--- src/rtl/imm_gen_pipe_if.sv ---
// Handshake bundle between decode and execute for the pipelined immediate generator.
// IMM_GEN_ILLEGAL_EN adds the illegal_out signal to the output side.
interface imm_gen_pipe_if #(
    parameter int unsigned XLEN = 64
);
    logic            in_valid;
    logic            in_ready;
    logic [31:0]     inst_in;
    logic            out_valid;
    logic            out_ready;
    logic [XLEN-1:0] imm_out;
    logic [2:0]      fmt_out;
`ifdef IMM_GEN_ILLEGAL_EN
    logic            illegal_out;
`endif

    // Producer of instructions / consumer of immediates
    modport master (
        output in_valid,
        output inst_in,
        output out_ready,
        input  in_ready,
        input  out_valid,
        input  imm_out,
`ifdef IMM_GEN_ILLEGAL_EN
        input  illegal_out,
`endif
        input  fmt_out
    );

    // Immediate generator side
    modport slave (
        input  in_valid,
        input  inst_in,
        input  out_ready,
        output in_ready,
        output out_valid,
        output imm_out,
`ifdef IMM_GEN_ILLEGAL_EN
        output illegal_out,
`endif
        output fmt_out
    );
endinterface

--- src/rtl/imm_gen_pipe.sv ---
// Pipelined RV immediate generator: decodes I/S/B/U/J/SHAMT immediates into a
// valid/ready pipeline of PIPE_DEPTH stages with flush.
// Optional feature macro: IMM_GEN_ILLEGAL_EN (adds a pipelined illegal_out flag).
module imm_gen_pipe #(
    parameter int unsigned XLEN       = 64,
    parameter int unsigned PIPE_DEPTH = 2
) (
    input logic           clk,
    input logic           reset,
    input logic           flush,
    imm_gen_pipe_if.slave bus
);
    localparam int unsigned LAST = PIPE_DEPTH - 1;

    localparam logic [2:0] FMT_NONE  = 3'd0;
    localparam logic [2:0] FMT_I     = 3'd1;
    localparam logic [2:0] FMT_S     = 3'd2;
    localparam logic [2:0] FMT_B     = 3'd3;
    localparam logic [2:0] FMT_U     = 3'd4;
    localparam logic [2:0] FMT_J     = 3'd5;
    localparam logic [2:0] FMT_SHAMT = 3'd6;

    typedef struct packed {
        logic [XLEN-1:0] imm;
        logic [2:0]      fmt;
`ifdef IMM_GEN_ILLEGAL_EN
        logic            illegal;
`endif
    } entry_t;

    logic [31:0]     inst;
    logic [6:0]      opc;
    logic [2:0]      funct3;
    logic [XLEN-1:0] imm_i;
    logic [XLEN-1:0] imm_s;
    logic [XLEN-1:0] imm_b;
    logic [XLEN-1:0] imm_u;
    logic [XLEN-1:0] imm_j;
    logic [XLEN-1:0] imm_sh;
    entry_t          dec;

    entry_t data_q [PIPE_DEPTH];
    logic   vld_q  [PIPE_DEPTH];
    logic   load   [PIPE_DEPTH];
    logic   accept;

    assign inst   = bus.inst_in;
    assign opc    = inst[6:0];
    assign funct3 = inst[14:12];

    // Candidate immediates, built at 64 bits and trimmed to XLEN
    assign imm_i  = XLEN'({{52{inst[31]}}, inst[31:20]});
    assign imm_s  = XLEN'({{52{inst[31]}}, inst[31:25], inst[11:7]});
    assign imm_b  = XLEN'({{51{inst[31]}}, inst[31], inst[7], inst[30:25], inst[11:8], 1'b0});
    assign imm_u  = XLEN'({{32{inst[31]}}, inst[31:12], 12'b0});
    assign imm_j  = XLEN'({{43{inst[31]}}, inst[31], inst[19:12], inst[20], inst[30:21], 1'b0});
    assign imm_sh = (XLEN == 64) ? XLEN'({58'b0, inst[25:20]}) : XLEN'({59'b0, inst[24:20]});

    // Opcode decode into format code and immediate
    always_comb begin
        dec     = '0;
        dec.fmt = FMT_NONE;
        dec.imm = '0;
        case (opc)
            7'b0010011: begin
                if (funct3 == 3'b001 || funct3 == 3'b101) begin
                    dec.fmt = FMT_SHAMT;
                    dec.imm = imm_sh;
                end else begin
                    dec.fmt = FMT_I;
                    dec.imm = imm_i;
                end
            end
            7'b0000011, 7'b1100111, 7'b0011011: begin
                dec.fmt = FMT_I;
                dec.imm = imm_i;
            end
            7'b0100011: begin
                dec.fmt = FMT_S;
                dec.imm = imm_s;
            end
            7'b1100011: begin
                dec.fmt = FMT_B;
                dec.imm = imm_b;
            end
            7'b0110111, 7'b0010111: begin
                dec.fmt = FMT_U;
                dec.imm = imm_u;
            end
            7'b1101111: begin
                dec.fmt = FMT_J;
                dec.imm = imm_j;
            end
            default: begin
                dec.fmt = FMT_NONE;
                dec.imm = '0;
            end
        endcase
`ifdef IMM_GEN_ILLEGAL_EN
        dec.illegal = (dec.fmt == FMT_NONE);
`endif
    end

    // Ready ripples back from the consumer: a stage can load if empty or its occupant leaves
    always_comb begin
        logic down;
        down = bus.out_ready;
        for (int k = 0; k < int'(PIPE_DEPTH); k++) begin
            load[k] = 1'b0;
        end
        for (int k = int'(PIPE_DEPTH) - 1; k >= 0; k--) begin
            load[k] = ~vld_q[k] | down;
            down    = load[k];
        end
    end

    assign bus.in_ready = ~flush & load[0];
    assign accept       = bus.in_valid & bus.in_ready;

    // Stage registers: reset clears everything, flush clears only valid bits
    always_ff @(posedge clk) begin
        if (reset) begin
            for (int k = 0; k < int'(PIPE_DEPTH); k++) begin
                vld_q[k]  <= 1'b0;
                data_q[k] <= '0;
            end
        end else if (flush) begin
            for (int k = 0; k < int'(PIPE_DEPTH); k++) begin
                vld_q[k] <= 1'b0;
            end
        end else begin
            if (load[0]) begin
                vld_q[0] <= accept;
                if (accept) begin
                    data_q[0] <= dec;
                end
            end
            for (int k = 1; k < int'(PIPE_DEPTH); k++) begin
                if (load[k]) begin
                    vld_q[k] <= vld_q[k-1];
                    if (vld_q[k-1]) begin
                        data_q[k] <= data_q[k-1];
                    end
                end
            end
        end
    end

    assign bus.out_valid = vld_q[LAST];
    assign bus.imm_out   = data_q[LAST].imm;
    assign bus.fmt_out   = data_q[LAST].fmt;
`ifdef IMM_GEN_ILLEGAL_EN
    assign bus.illegal_out = data_q[LAST].illegal;
`endif

endmodule
--- src/flat_wrapper.sv ---
// flat-port wrapper written by rule: the top's interface ports become plain ports
module imm_gen_pipe_flat 
#(
    parameter int unsigned XLEN       = 64,
    parameter int unsigned PIPE_DEPTH = 2
)
  (clk, reset, flush, bus_in_valid, bus_inst_in, bus_out_ready, bus_in_ready, bus_out_valid, bus_imm_out, bus_fmt_out);
  imm_gen_pipe_if #(.XLEN(XLEN)) bus_i ();
  input logic clk;
  input logic reset;
  input logic flush;
  input wire logic [$bits(bus_i.in_valid)-1:0] bus_in_valid;
  input wire logic [$bits(bus_i.inst_in)-1:0] bus_inst_in;
  input wire logic [$bits(bus_i.out_ready)-1:0] bus_out_ready;
  output wire logic [$bits(bus_i.in_ready)-1:0] bus_in_ready;
  output wire logic [$bits(bus_i.out_valid)-1:0] bus_out_valid;
  output wire logic [$bits(bus_i.imm_out)-1:0] bus_imm_out;
  output wire logic [$bits(bus_i.fmt_out)-1:0] bus_fmt_out;
  assign bus_i.in_valid = bus_in_valid;
  assign bus_i.inst_in = bus_inst_in;
  assign bus_i.out_ready = bus_out_ready;
  assign bus_in_ready = bus_i.in_ready;
  assign bus_out_valid = bus_i.out_valid;
  assign bus_imm_out = bus_i.imm_out;
  assign bus_fmt_out = bus_i.fmt_out;
  imm_gen_pipe #(.XLEN(XLEN), .PIPE_DEPTH(PIPE_DEPTH)) u_core (.clk(clk), .reset(reset), .flush(flush), .bus(bus_i));
endmodule
--- config.mk ---
export PLATFORM = sky130hd
export DESIGN_NAME = imm_gen_pipe_flat
export DESIGN_NICKNAME = d
export VERILOG_FILES = /design/src/rtl/imm_gen_pipe_if.sv /design/src/rtl/imm_gen_pipe.sv /design/src/flat_wrapper.sv
export SDC_FILE = /design/constraint.sdc
export NUM_CORES = 1
export LEC_CHECK = 0
export BUFFER_PORTS_ARGS = -buffer_cell sky130_fd_sc_hd__buf_2
export CORE_UTILIZATION = 56
export CTS_BUF_LIST = sky130_fd_sc_hd__clkbuf_16
export DETAILED_ROUTE_END_ITERATION = 6
export PLACE_DENSITY = 0.89
export SLEW_MARGIN = 20
export SYNTH_ARGS = -nofsm -noshare
export SYNTH_HDL_FRONTEND = slang
export SYNTH_SLANG_ARGS = --single-unit
--- constraint.sdc ---
create_clock -name clk -period 6.6 [get_ports clk]
set_input_delay 0.33 -clock clk [delete_from_list [all_inputs] [get_ports clk]]
set_output_delay 0.33 -clock clk [all_outputs]
set_load 0.02 [all_outputs]
==> impl_metrics.prom, run 1 <==
# TYPE chip_impl_metric gauge
chip_impl_info{name="capturing_element_type_of_the_critical_path",value="register"} 1
chip_impl_metric{name="timing_max_transition_violations_final",unit=""} 0
chip_impl_metric{name="cellPowerDensity",unit="nW/µm²"} 261.1
chip_impl_metric{name="timing.critical_path.arrival",unit="ps"} 2410
chip_impl_info{name="final_common_cell",value="sky130_fd_sc_hd__buf_2"} 1
chip_impl_metric{name="critical-path-max-stage-delay",unit="ps"} 740
chip_impl_metric{name="synthesized_netlist_cell_count",unit=""} 303
chip_impl_metric{name="leakage_power",unit="nW"} 1.603
chip_impl_info{name="crit_chain",value="nand3b_1 -> o211a_1 -> o211ai_1 -> buf_4 -> nor3b_1"} 1
chip_impl_metric{name="grt_antenna_before_repair",unit=""} 0
chip_impl_metric{name="die_height",unit="µm"} 82.95
chip_impl_metric{name="measured_slew_at_the_worst_slew_check_pin",unit="ps"} 929.9
chip_impl_metric{name="drc",unit=""} 0
chip_impl_metric{name="clock_path_buffers",unit=""} 2
chip_impl_metric{name="area.growth.synth_to_final",unit="%"} 8.865
chip_impl_metric{name="grt_pass1_vias",unit=""} 2004
chip_impl_metric{name="postSynthRegisterBits",unit=""} 72
chip_impl_info{name="critPathLaunchType",value="register"} 1
chip_impl_metric{name="grt-ovfl-total",unit=""} 0
chip_impl_metric{name="firstDrtPassIters",unit=""} 5
chip_impl_metric{name="syn-cell-area",unit="µm²"} 3670
chip_impl_info{name="commonest_cells_after_routing_fill_and_taps_aside",value="105 x sky130_fd_sc_hd__buf_2, 72 x sky130_fd_sc_hd__edfxtp_1, 41 x sky130_fd_sc_hd__and2_1"} 1
chip_impl_metric{name="finalCritPeriodShare",unit="%"} 34.35
chip_impl_info{name="outcome",value="complete, no violations"} 1
chip_impl_metric{name="critPathRequiredTime",unit="ps"} 6750
chip_impl_metric{name="final-setup-viol-count",unit=""} 0
chip_impl_metric{name="timing.max_cap.violations",unit=""} 0
chip_impl_info{name="path_delay_family",value="compound AO/OA/AOI/OAI gates"} 1
chip_impl_metric{name="cts-hold-fix-buffers",unit=""} 0
chip_impl_metric{name="clk_transition_reported_paths",unit="ps"} 50
chip_impl_metric{name="via_per_inst",unit=""} 5.232
chip_impl_info{name="worst_path_max_delay_cell",value="sky130_fd_sc_hd__o211a_1"} 1
chip_impl_metric{name="finalHoldViolations",unit=""} 0
chip_impl_metric{name="worst-path-buf-inv",unit=""} 1
chip_impl_metric{name="drt.antenna.violating_nets",unit=""} 0
chip_impl_metric{name="final.setup.tns",unit="ps"} 0
chip_impl_metric{name="syn-mean-instance-area",unit="µm²"} 12.11
chip_impl_metric{name="wirelength",unit="µm"} 5851
chip_impl_metric{name="drt-initial-drc-count",unit=""} 99
chip_impl_metric{name="ioPinCount",unit=""} 106
chip_impl_metric{name="ff2ff_setup_slack",unit="ps"} 4330
chip_impl_metric{name="dp_slack",unit="ps"} 4263
chip_impl_metric{name="rows",unit=""} 29
chip_impl_info{name="holdCritPathClass",value="in2reg"} 1
chip_impl_metric{name="post-dp-hpwl",unit="µm"} 4075
chip_impl_metric{name="peakVddDrop",unit="mV"} 0.1852
chip_impl_metric{name="postPlaceCellArea",unit="µm²"} 3731
chip_impl_metric{name="synth.yosys.warnings",unit=""} 0
chip_impl_metric{name="dpl.cell_count",unit=""} 406
chip_impl_metric{name="post_cts.repair.setup_buffers",unit=""} 0
chip_impl_metric{name="final_cell_count_no_fill",unit=""} 422
chip_impl_metric{name="postLayoutCellArea",unit="µm²"} 3995
chip_impl_metric{name="worst-path-max-fanout",unit=""} 38
chip_impl_metric{name="cts_made_buffers",unit=""} 9
chip_impl_metric{name="floorplan.initialDensity",unit="%"} 57.79
chip_impl_metric{name="grt_first_pass_wirelength",unit="µm"} 9432
chip_impl_info{name="path_class",value="reg2reg"} 1
chip_impl_metric{name="grt_max_degree",unit=""} 39
chip_impl_metric{name="clock_latency_at_the_later_pin_of_the_worst_skew_pair",unit="ps"} 320
chip_impl_metric{name="synth_fp_nets",unit=""} 340
chip_impl_info{name="cts_tree",value="yes"} 1
chip_impl_metric{name="cts_htree_levels",unit=""} 3
chip_impl_metric{name="synth_cell_types",unit=""} 40
chip_impl_metric{name="max_clock_freq",unit="MHz"} 441.0
chip_impl_metric{name="fin_worst_skew",unit="ps"} 3.277
chip_impl_metric{name="die_area",unit="µm²"} 6881
chip_impl_metric{name="yosysSeqAreaShare",unit="%"} 58.92
chip_impl_metric{name="io_buffers",unit=""} 105
chip_impl_metric{name="place.gp.congestion",unit=""} 0.8690
chip_impl_info{name="grt_setup_unrepaired",value="no"} 1
chip_impl_metric{name="ratio_of_cells_with_drive_above_1_in_the_final_layout",unit="%"} 40.29
chip_impl_metric{name="fill_cells",unit=""} 484
chip_impl_metric{name="worst_max_slew_margin_expressed_relative_to_the_limit",unit="%"} 37.84
chip_impl_metric{name="antenna-diode-count",unit=""} 0
chip_impl_metric{name="post_cts.resized_instances",unit=""} 0
chip_impl_metric{name="die_width",unit="µm"} 82.95
chip_impl_metric{name="routed-via-count",unit=""} 2208
chip_impl_metric{name="clock_sink_count",unit=""} 72
chip_impl_metric{name="grt_usage",unit="%"} 17.81
chip_impl_metric{name="core",unit="µm²"} 6350
chip_impl_metric{name="layout_setup_ws",unit="ps"} 4333
chip_impl_metric{name="route.detailed.wl_per_inst",unit="µm"} 13.86
chip_impl_metric{name="period_minus_slack",unit="ps"} 2267
chip_impl_metric{name="finalNetCount",unit=""} 377
chip_impl_info{name="root_buffer",value="sky130_fd_sc_hd__clkbuf_16"} 1
[stage by stage]
stage / utilization [%] / hold slack (ps) / power (mW)
global route: 62.92 / 310.0 / 1.075
CTS: 62.92 / 295.2 / 1.052
global placement: 58.76 / 504.2 / 0.6379
floorplan: - / 496.7 / 0.6292
finish: 62.92 / 306.4 / 1.043
detailed placement: 58.76 / 504.0 / 0.6401
[flip-flops by register name, indices dropped and copies added (netlist names)]
signal         flops
u_core.data_q     70
u_core.vld_q       2
[synthesized netlist by cell type]
master | count | share of area [%]
sky130_fd_sc_hd__nand2b_1 | 3 | 0.51
sky130_fd_sc_hd__o21a_1 | 1 | 0.20
sky130_fd_sc_hd__or3_4 | 1 | 0.31
sky130_fd_sc_hd__o211a_1 | 1 | 0.27
sky130_fd_sc_hd__a211o_1 | 1 | 0.24
sky130_fd_sc_hd__inv_1 | 4 | 0.41
sky130_fd_sc_hd__nand3_1 | 4 | 0.55
sky130_fd_sc_hd__nor3b_1 | 1 | 0.20
sky130_fd_sc_hd__buf_4 | 68 | 14
sky130_fd_sc_hd__or4_1 | 1 | 0.20
sky130_fd_sc_hd__o21ba_2 | 1 | 0.27
sky130_fd_sc_hd__buf_1 | 1 | 0.10
sky130_fd_sc_hd__nor2b_1 | 2 | 0.34
sky130_fd_sc_hd__mux2_1 | 1 | 0.31
sky130_fd_sc_hd__nor2_1 | 10 | 1.0
sky130_fd_sc_hd__and3_1 | 1 | 0.17
sky130_fd_sc_hd__o22ai_1 | 1 | 0.17
sky130_fd_sc_hd__and2_1 | 41 | 7.0
sky130_fd_sc_hd__o32ai_2 | 1 | 0.44
sky130_fd_sc_hd__o211ai_1 | 1 | 0.20
sky130_fd_sc_hd__or2_2 | 2 | 0.34
sky130_fd_sc_hd__a211oi_1 | 1 | 0.20
sky130_fd_sc_hd__nand2_1 | 26 | 2.7
sky130_fd_sc_hd__a2111oi_4 | 1 | 0.75
sky130_fd_sc_hd__a21oi_2 | 10 | 2.4
sky130_fd_sc_hd__o21bai_1 | 1 | 0.20
sky130_fd_sc_hd__nand4b_1 | 3 | 0.72
sky130_fd_sc_hd__nor4bb_1 | 1 | 0.27
sky130_fd_sc_hd__nor3_1 | 2 | 0.27
sky130_fd_sc_hd__clkbuf_1 | 7 | 0.72
sky130_fd_sc_hd__a31oi_1 | 1 | 0.17
sky130_fd_sc_hd__buf_2 | 1 | 0.14
sky130_fd_sc_hd__buf_6 | 3 | 0.92
sky130_fd_sc_hd__o21ai_0 | 2 | 0.27
sky130_fd_sc_hd__a21oi_1 | 17 | 2.3
sky130_fd_sc_hd__nand3b_1 | 1 | 0.20
sky130_fd_sc_hd__edfxtp_1 | 72 | 59
sky130_fd_sc_hd__o21ai_2 | 2 | 0.48
sky130_fd_sc_hd__o311a_1 | 1 | 0.27
sky130_fd_sc_hd__a32oi_1 | 4 | 0.95
[cell families after synthesis]
family,after synthesis,share of synthesized area [%]
compound gates,47,9.820
flops,72,58.92
simple gates,99,14.76
buf+inv,84,16.19
mux,1,0.3068
[final cells by class]
class / count / area [µm²] / share of cell area [%]
Multi-Input combinational cell: 147 / 924.6 / 23.14
Tap cell: 77 / 96.34 / 2.412
Clock buffer: 9 / 225.2 / 5.637
Clock inverter: 7 / 38.79 / 0.9709
Inverter: 4 / 15.01 / 0.3758
Sequential cell: 72 / 2162 / 54.12
Timing Repair Buffer: 106 / 533.0 / 13.34
[worst reg2reg max path, stage by stage (launching register included)]
cell and delay [ps]:
sky130_fd_sc_hd__edfxtp_1 450, sky130_fd_sc_hd__nand3b_1 160, sky130_fd_sc_hd__o211a_1 740, sky130_fd_sc_hd__o211ai_1 200, sky130_fd_sc_hd__buf_4 300, sky130_fd_sc_hd__nor3b_1 240
[power by group]
part	switching (mW)	internal, mW
combinational	0.0680	0.0315
clock	0.164	0.249
sequential	0.00632	0.525
total	0.238	0.805
[routing by layer]
| metal | up-vias | track usage (%) | routed length (µm) |
|---|---|---|---|
| met4 | 0 | 9.091 | 99 |
| li1 | 1070 | - | - |
| met5 | - | 0 | 0 |
| met2 | 116 | 29.43 | 2900 |
| met1 | 1015 | 21.22 | 2421 |
| met3 | 7 | 5.169 | 430 |
[path summary, 6_finish.rpt]
path | from | endpoint | cells after the start
setup / recovery | u_core.vld_q[0][0] | u_core.data_q[0][8] | 5
hold / removal | bus_inst_in[26] | u_core.data_q[0][9] | 2
setup reg to reg | u_core.vld_q[0][0] | u_core.data_q[0][8] | 5
hold reg to reg | u_core.data_q[0][9] | u_core.data_q[0][76] | 1
Power figures use the tool's default switching activity.
==> inputs of run 2 (changes only) <==
- ABC_AREA: unset -> 1
- CORE_UTILIZATION: 56 -> 48
- PLACE_DENSITY: 0.89 -> 0.8
- clock period: 6.6 -> 1.8 ns (I/O delays scaled with it)
==> impl_metrics.prom, run 2 <==
# TYPE chip_impl_metric gauge
chip_impl_info{name="path_delay_family",value="simple AND/OR/NAND/NOR gates"} 1
chip_impl_metric{name="routed-via-count",unit=""} 2814
chip_impl_info{name="yosysTopAreaCell",value="sky130_fd_sc_hd__edfxtp_1"} 1
chip_impl_metric{name="worst-path-max-fanout",unit=""} 17
chip_impl_metric{name="worst-path-buf-inv",unit=""} 1
chip_impl_metric{name="grt_pass1_vias",unit=""} 2634
chip_impl_metric{name="synthesized_netlist_cell_count",unit=""} 449
chip_impl_info{name="holdCritPathClass",value="in2reg"} 1
chip_impl_metric{name="grt-ovfl-total",unit=""} 0
chip_impl_info{name="worst_path_max_delay_cell",value="sky130_fd_sc_hd__edfxtp_1"} 1
chip_impl_metric{name="postSynthRegisterBits",unit=""} 72
chip_impl_metric{name="period_minus_slack",unit="ps"} 1638
chip_impl_metric{name="clock_latency_at_the_later_pin_of_the_worst_skew_pair",unit="ps"} 330
chip_impl_info{name="outcome",value="complete, no violations"} 1
chip_impl_metric{name="min_delay_path_depth",unit=""} 3
chip_impl_metric{name="timing.critical_path.arrival",unit="ps"} 1830
chip_impl_metric{name="die_area",unit="µm²"} 9102
chip_impl_metric{name="cellPowerDensity",unit="nW/µm²"} 874.2
chip_impl_metric{name="ratio_of_cells_with_drive_above_1_in_the_final_layout",unit="%"} 40.93
chip_impl_info{name="max_flop_register",value="u_core.data_q"} 1
chip_impl_metric{name="fin_worst_skew",unit="ps"} 5.823
chip_impl_metric{name="synth_fp_nets",unit=""} 486
chip_impl_metric{name="die_width",unit="µm"} 95.41
chip_impl_info{name="yosysMostFrequentCell",value="sky130_fd_sc_hd__nand2_1"} 1
chip_impl_metric{name="drt-initial-drc-count",unit=""} 115
chip_impl_metric{name="die_height",unit="µm"} 95.41
chip_impl_info{name="yosys_most_used_dff",value="sky130_fd_sc_hd__edfxtp_1"} 1
chip_impl_info{name="final_common_cell",value="sky130_fd_sc_hd__buf_2"} 1
chip_impl_metric{name="ff2ff_setup_slack",unit="ps"} 160
chip_impl_info{name="ys_top_cells_by_count",value="83 x sky130_fd_sc_hd__nand2_1, 72 x sky130_fd_sc_hd__edfxtp_1, 68 x sky130_fd_sc_hd__nor2_1"} 1
chip_impl_info{name="crit_chain",value="inv_1 -> o21ai_2 -> nor2_1 -> nand2_1 -> nand2_2 -> nand2_4 -> nor2_2"} 1
chip_impl_metric{name="fill_cells",unit=""} 758
chip_impl_info{name="holdPathEnd",value="u_core.vld_q[0][0]"} 1
chip_impl_metric{name="clock_path_buffers",unit=""} 2
chip_impl_metric{name="measured_slew_at_the_worst_slew_check_pin",unit="ps"} 618.7
chip_impl_metric{name="synth-edff-count",unit=""} 72
chip_impl_metric{name="grt_max_degree",unit=""} 36
chip_impl_metric{name="final-setup-viol-count",unit=""} 0
chip_impl_metric{name="synth.top_cell.area_share",unit="%"} 51.63
chip_impl_metric{name="final.setup.tns",unit="ps"} 0
chip_impl_info{name="synth_top_cells_by_area",value="sky130_fd_sc_hd__edfxtp_1 52%, sky130_fd_sc_hd__buf_4 12%, sky130_fd_sc_hd__nand2_1 7.4%"} 1
chip_impl_info{name="top_layer",value="met4"} 1
chip_impl_metric{name="finalNetCount",unit=""} 528
chip_impl_metric{name="syn-mean-instance-area",unit="µm²"} 9.327
chip_impl_info{name="reg2reg_to",value="u_core.data_q[0][23]"} 1
chip_impl_info{name="root_buffer",value="sky130_fd_sc_hd__clkbuf_16"} 1
chip_impl_metric{name="route.detailed.wl_per_inst",unit="µm"} 11.58
chip_impl_info{name="cts_tree",value="yes"} 1
chip_impl_metric{name="floorplan.initialDensity",unit="%"} 50.21
chip_impl_metric{name="clk_transition_reported_paths",unit="ps"} 60
chip_impl_metric{name="leakage_power",unit="nW"} 2.163
chip_impl_info{name="critPathLaunchType",value="register"} 1
chip_impl_metric{name="io_buffers",unit=""} 105
chip_impl_metric{name="drc",unit=""} 0
chip_impl_metric{name="worst_max_slew_margin_expressed_relative_to_the_limit",unit="%"} 58.75
chip_impl_metric{name="rows",unit=""} 33
chip_impl_info{name="capturing_element_type_of_the_critical_path",value="register"} 1
chip_impl_metric{name="grt_antenna_before_repair",unit=""} 0
chip_impl_metric{name="timing_max_transition_violations_final",unit=""} 0
chip_impl_metric{name="holdWs",unit="ps"} 102.7
chip_impl_metric{name="firstDrtPassIters",unit=""} 4
chip_impl_metric{name="postLayoutCellArea",unit="µm²"} 4567
chip_impl_metric{name="critical-path-max-stage-delay",unit="ps"} 390
chip_impl_info{name="path_class",value="reg2reg"} 1
chip_impl_metric{name="wl_met3",unit="µm"} 519
chip_impl_info{name="grt_setup_unrepaired",value="no"} 1
chip_impl_metric{name="area.growth.synth_to_final",unit="%"} 9.053
chip_impl_info{name="largest_registers",value="u_core.data_q (70), u_core.vld_q (2)"} 1
chip_impl_metric{name="met2_wirelength",unit="µm"} 3321
chip_impl_info{name="commonest_cells_after_routing_fill_and_taps_aside",value="105 x sky130_fd_sc_hd__buf_2, 80 x sky130_fd_sc_hd__nand2_1, 72 x sky130_fd_sc_hd__edfxtp_1"} 1
chip_impl_metric{name="synth.yosys.warnings",unit=""} 0
chip_impl_metric{name="peakVddDrop",unit="mV"} 0.3911
chip_impl_metric{name="grt_usage",unit="%"} 16.05
chip_impl_metric{name="post-dp-hpwl",unit="µm"} 4981
chip_impl_metric{name="drt.antenna.violating_nets",unit=""} 0
chip_impl_metric{name="cts_htree_levels",unit=""} 3
chip_impl_metric{name="worst-r2r-cell-count",unit=""} 7
chip_impl_metric{name="wirelength",unit="µm"} 6958
chip_impl_metric{name="finalHoldViolations",unit=""} 0
chip_impl_metric{name="max_clock_freq",unit="MHz"} 610.6
chip_impl_metric{name="cts_made_buffers",unit=""} 9
chip_impl_metric{name="synth_cell_types",unit=""} 25
chip_impl_metric{name="yosysSeqAreaShare",unit="%"} 51.63
chip_impl_metric{name="postPlaceCellArea",unit="µm²"} 4287
chip_impl_metric{name="grt_first_pass_wirelength",unit="µm"} 10950
chip_impl_metric{name="timing.max_cap.violations",unit=""} 0
chip_impl_metric{name="synthArstFlopShare",unit="%"} 0
chip_impl_metric{name="ioPinCount",unit=""} 106
chip_impl_metric{name="core",unit="µm²"} 8341
chip_impl_metric{name="place.gp.congestion",unit=""} 0.9076
chip_impl_metric{name="antenna-diode-count",unit=""} 0
chip_impl_metric{name="via_per_inst",unit=""} 4.682
chip_impl_info{name="worstHoldStart",value="bus_in_valid"} 1
chip_impl_metric{name="largest_register_ff_count",unit=""} 70
chip_impl_metric{name="finalCritPeriodShare",unit="%"} 90.98
chip_impl_metric{name="clock_sink_count",unit=""} 72
chip_impl_metric{name="critPathRequiredTime",unit="ps"} 1990
chip_impl_metric{name="m1WireLength",unit="µm"} 2924
chip_impl_metric{name="syn-cell-area",unit="µm²"} 4188
chip_impl_info{name="r2r_start",value="u_core.vld_q[0][0]"} 1
[run 2: cell types whose count changed in the layout (fill, tap and decap cells not counted), sizes merged, moves of 3 or more]
cell,previous run,this run
inv,4,62
nand2b,3,0
nor2,10,113
nand2,26,99
a32oi,4,0
and2,41,0
nand4b,3,0
a21oi,27,1
nand3,4,19
[run 2: final cells by class]
class | count | area [µm²] | area share [%]
timing repair buffer | 108 | 585.6 | 12.82
clock buffer | 9 | 225.2 | 4.932
clock inverter | 7 | 41.29 | 0.9041
tap | 105 | 131.4 | 2.877
sequential | 72 | 2162 | 47.34
multi-input combinational | 239 | 1191 | 26.08
inverter | 61 | 230.2 | 5.041
[run 2: how the worst max path moves through the flow]
stage                       startpoint               endpoint  slack, ps  depth (start not counted)
floorplan           u_core.vld_q[0][1]  u_core.data_q[0][100]       -220                          3
global placement    u_core.vld_q[0][0]   u_core.data_q[0][65]        250                          7
detailed placement  u_core.vld_q[0][0]   u_core.data_q[0][22]        140                          7
CTS                 u_core.vld_q[0][0]   u_core.data_q[0][22]        130                          7
global route        u_core.vld_q[0][0]  u_core.data_q[0][100]         60                          8
finish              u_core.vld_q[0][0]   u_core.data_q[0][23]        160                          7
[run 2: worst reg2reg max path, stage by stage (launching register included)]
cell                       delay, ps
sky130_fd_sc_hd__edfxtp_1        390
sky130_fd_sc_hd__inv_1           140
sky130_fd_sc_hd__o21ai_2          90
sky130_fd_sc_hd__nor2_1          150
sky130_fd_sc_hd__nand2_1         130
sky130_fd_sc_hd__nand2_2         210
sky130_fd_sc_hd__nand2_4         220
sky130_fd_sc_hd__nor2_2          160
[run 2: repair_timing]
item                       4_1_cts  5_1_grt
setup endpoints to repair        0        1
buffers inserted                 0        0
gates resized for setup          0        1
hold buffers                     0        0
[run 2: power by group]
part	internal [mW]	leakage [nW]	switching, mW	total, mW
registers	1.94	0.752	0.0294	1.97
logic	0.145	1.28	0.321	0.466
clock network	0.917	0.134	0.637	1.55
total	3.00	2.16	0.988	3.99
[run 2: logic make-up after synthesis]
group                  count (synthesis)  share of synthesized area (%)
and+or+nand+nor                      233                          26.92
buffers and inverters                139                          20.70
DFF                                   72                          51.63
AOI/OAI and AO/OA                      5                         0.7469
[run 2: metal layers]
metal / up-vias / GRT usage [%]
li1: 1408 / -
met1: 1264 / 18.30
met3: 20 / 3.110
met2: 122 / 27.26
met5: - / 0
met4: 0 / 10.70
[run 2: through the flow]
| step | util [%] | total power [mW] | instances | worst slack, ps |
|---|---|---|---|---|
| 2_1_floorplan | - | 2.414 | 449 | -219.3 |
| 3_3_place_gp | 51.40 | 2.464 | 584 | 248.7 |
| 3_5_place_dp | 51.40 | 2.473 | 584 | 141.1 |
| 4_1_cts | 54.59 | 4.027 | 600 | 126.2 |
| 5_1_grt | 54.76 | 4.136 | 601 | 60.18 |
| 6_report | 54.76 | 3.992 | 601 | 162.3 |
==> inputs of run 3 (changes only) <==
- ABC_AREA: 1 -> 0
- CORE_UTILIZATION: 48 -> 47
==> impl_metrics.prom, run 3 (synthesized netlist as in run 1, its figures left out) <==
# TYPE chip_impl_metric gauge
chip_impl_metric{name="drt-initial-drc-count",unit=""} 112
chip_impl_metric{name="ff2ff_setup_slack",unit="ps"} 160
chip_impl_metric{name="ratio_of_cells_with_drive_above_1_in_the_final_layout",unit="%"} 42.25
chip_impl_info{name="holdPathEnd",value="u_core.data_q[0][9]"} 1
chip_impl_metric{name="final-setup-viol-count",unit=""} 0
chip_impl_info{name="outcome",value="complete, no violations"} 1
chip_impl_metric{name="die_width",unit="µm"} 90.37
chip_impl_info{name="root_buffer",value="sky130_fd_sc_hd__clkbuf_16"} 1
chip_impl_metric{name="worst_max_slew_margin_expressed_relative_to_the_limit",unit="%"} 53.94
chip_impl_metric{name="worst-r2r-cell-count",unit=""} 4
chip_impl_metric{name="leakage_power",unit="nW"} 1.655
chip_impl_info{name="grt_setup_unrepaired",value="no"} 1
chip_impl_metric{name="floorplan.initialDensity",unit="%"} 49.54
chip_impl_metric{name="grt_usage",unit="%"} 16.06
chip_impl_info{name="critPathLaunchType",value="register"} 1
chip_impl_metric{name="max_clock_freq",unit="MHz"} 611.0
chip_impl_info{name="reg2reg_to",value="u_core.data_q[0][33]"} 1
chip_impl_metric{name="grt_first_pass_wirelength",unit="µm"} 9991
chip_impl_metric{name="largest_register_ff_count",unit=""} 70
chip_impl_metric{name="measured_slew_at_the_worst_slew_check_pin",unit="ps"} 690.8
chip_impl_metric{name="via_per_inst",unit=""} 4.934
chip_impl_metric{name="dp_slack",unit="ps"} -22.62
chip_impl_metric{name="worst-path-buf-inv",unit=""} 1
chip_impl_info{name="commonest_cells_after_routing_fill_and_taps_aside",value="105 x sky130_fd_sc_hd__buf_2, 72 x sky130_fd_sc_hd__edfxtp_1, 41 x sky130_fd_sc_hd__and2_1"} 1
chip_impl_metric{name="wirelength",unit="µm"} 6092
chip_impl_metric{name="cts_made_buffers",unit=""} 9
chip_impl_metric{name="grt-ovfl-total",unit=""} 0
chip_impl_metric{name="peakVddDrop",unit="mV"} 0.5421
chip_impl_metric{name="rows",unit=""} 31
chip_impl_metric{name="layout_setup_ws",unit="ps"} 163.4
chip_impl_metric{name="post-dp-hpwl",unit="µm"} 4391
chip_impl_info{name="final_common_cell",value="sky130_fd_sc_hd__buf_2"} 1
chip_impl_metric{name="fin_worst_skew",unit="ps"} 8.213
chip_impl_metric{name="grt_pass1_vias",unit=""} 2086
chip_impl_info{name="worstHoldStart",value="bus_inst_in[26]"} 1
chip_impl_metric{name="period_minus_slack",unit="ps"} 1637
chip_impl_metric{name="min_delay_path_depth",unit=""} 2
chip_impl_metric{name="post_cts.repair.setup_buffers",unit=""} 0
chip_impl_metric{name="antenna-diode-count",unit=""} 0
chip_impl_metric{name="place.gp.congestion",unit=""} 0.9603
chip_impl_info{name="largest_registers",value="u_core.data_q (70), u_core.vld_q (2)"} 1
chip_impl_metric{name="clock_path_buffers",unit=""} 2
chip_impl_metric{name="ioPinCount",unit=""} 106
chip_impl_metric{name="cts_htree_levels",unit=""} 3
chip_impl_metric{name="die_height",unit="µm"} 90.37
chip_impl_metric{name="grt_antenna_before_repair",unit=""} 0
chip_impl_info{name="r2r_start",value="u_core.vld_q[0][0]"} 1
chip_impl_metric{name="firstDrtPassIters",unit=""} 4
chip_impl_metric{name="timing_max_transition_violations_final",unit=""} 0
chip_impl_metric{name="io_buffers",unit=""} 105
chip_impl_metric{name="timing.critical_path.arrival",unit="ps"} 1680
chip_impl_metric{name="die_area",unit="µm²"} 8166
chip_impl_metric{name="core",unit="µm²"} 7408
chip_impl_metric{name="route.detailed.wl_per_inst",unit="µm"} 13.42
chip_impl_metric{name="drt.antenna.violating_nets",unit=""} 0
chip_impl_metric{name="finalHoldViolations",unit=""} 0
chip_impl_metric{name="timing.max_cap.violations",unit=""} 0
chip_impl_metric{name="grt_max_degree",unit=""} 36
chip_impl_metric{name="worst-path-max-fanout",unit=""} 15
chip_impl_metric{name="cts-hold-fix-buffers",unit=""} 0
chip_impl_metric{name="finalCritPeriodShare",unit="%"} 90.92
chip_impl_info{name="cts_tree",value="yes"} 1
chip_impl_metric{name="final.setup.tns",unit="ps"} 0
chip_impl_metric{name="cellPowerDensity",unit="nW/µm²"} 935.2
chip_impl_info{name="path_delay_family",value="compound AO/OA/AOI/OAI gates"} 1
chip_impl_info{name="path_class",value="reg2reg"} 1
chip_impl_metric{name="area.growth.synth_to_final",unit="%"} 12.75
chip_impl_metric{name="clk_transition_reported_paths",unit="ps"} 60
chip_impl_metric{name="fill_cells",unit=""} 608
chip_impl_metric{name="post_cts.resized_instances",unit=""} 0
chip_impl_info{name="worst_path_max_delay_cell",value="sky130_fd_sc_hd__edfxtp_1"} 1
chip_impl_metric{name="drc",unit=""} 0
chip_impl_metric{name="routed-via-count",unit=""} 2240
chip_impl_metric{name="finalCoreUtilization",unit="%"} 55.85
chip_impl_info{name="holdCritPathClass",value="in2reg"} 1
chip_impl_metric{name="clock_sink_count",unit=""} 72
chip_impl_metric{name="finalNetCount",unit=""} 387
chip_impl_info{name="max_flop_register",value="u_core.data_q"} 1
chip_impl_metric{name="clock_latency_at_the_later_pin_of_the_worst_skew_pair",unit="ps"} 330
chip_impl_metric{name="critPathRequiredTime",unit="ps"} 1850
chip_impl_info{name="capturing_element_type_of_the_critical_path",value="register"} 1
chip_impl_info{name="crit_chain",value="o211a_1 -> o211ai_1 -> buf_4 -> a21oi_1"} 1
chip_impl_metric{name="critical-path-max-stage-delay",unit="ps"} 490
==> run 3: worst max path at each step <==
stage | start | endpoint | cells past startpoint
5_1_grt | u_core.vld_q[0][0] | u_core.data_q[0][33] | 5
4_1_cts | u_core.vld_q[0][0] | u_core.data_q[0][6] | 4
3_3_place_gp | bus_inst_in[3] | u_core.data_q[0][33] | 6
6_report | u_core.vld_q[0][0] | u_core.data_q[0][33] | 4
2_1_floorplan | u_core.vld_q[0][1] | u_core.data_q[0][100] | 3
3_5_place_dp | bus_inst_in[3] | u_core.data_q[0][33] | 6
==> run 3: per-layer routing <==
metal	global-route usage, %	part of all wire, %	vias to the layer above	wire length [µm]
li1	-	-	1095	-
met1	19.81	43	1018	2597
met2	25.51	48	110	2895
met3	3.535	6.3	17	381
met4	10.35	3.6	0	217
met5	0	0	-	0
==> run 3: power by group <==
group / internal [mW] / switching [mW] / total [mW]
Clock: 0.913 / 0.627 / 1.54
Sequential: 1.92 / 0.0235 / 1.94
Combinational: 0.132 / 0.253 / 0.385
==> run 3: worst register-to-register path: stages (launching register included) <==
cell                       delay (ps)
sky130_fd_sc_hd__edfxtp_1         490
sky130_fd_sc_hd__o211a_1          340
sky130_fd_sc_hd__o211ai_1         150
sky130_fd_sc_hd__buf_4            300
sky130_fd_sc_hd__a21oi_1           80
==> run 3: final cells by class <==
| class | count | area, µm² | share of cell area [%] |
|---|---|---|---|
| clock buffers | 9 | 225.2 | 5.443 |
| flip-flops and latches | 72 | 2162 | 52.25 |
| clock inverters | 7 | 38.79 | 0.9374 |
| inverters | 4 | 15.01 | 0.3629 |
| multi-input cells | 147 | 939.7 | 22.71 |
| repair buffers | 116 | 633.1 | 15.30 |
| well taps | 99 | 123.9 | 2.994 |
==> run 3: through the flow <==
step	total power, mW	cells	hold slack [ps]	area (µm²)
2_1_floorplan	2.309	303	256.9	3696
3_3_place_gp	2.359	438	389.1	3874
3_5_place_dp	2.367	438	386.5	3874
4_1_cts	3.909	454	46.76	4138
5_1_grt	4.024	454	60.17	4138
6_report	3.870	454	59.26	4138
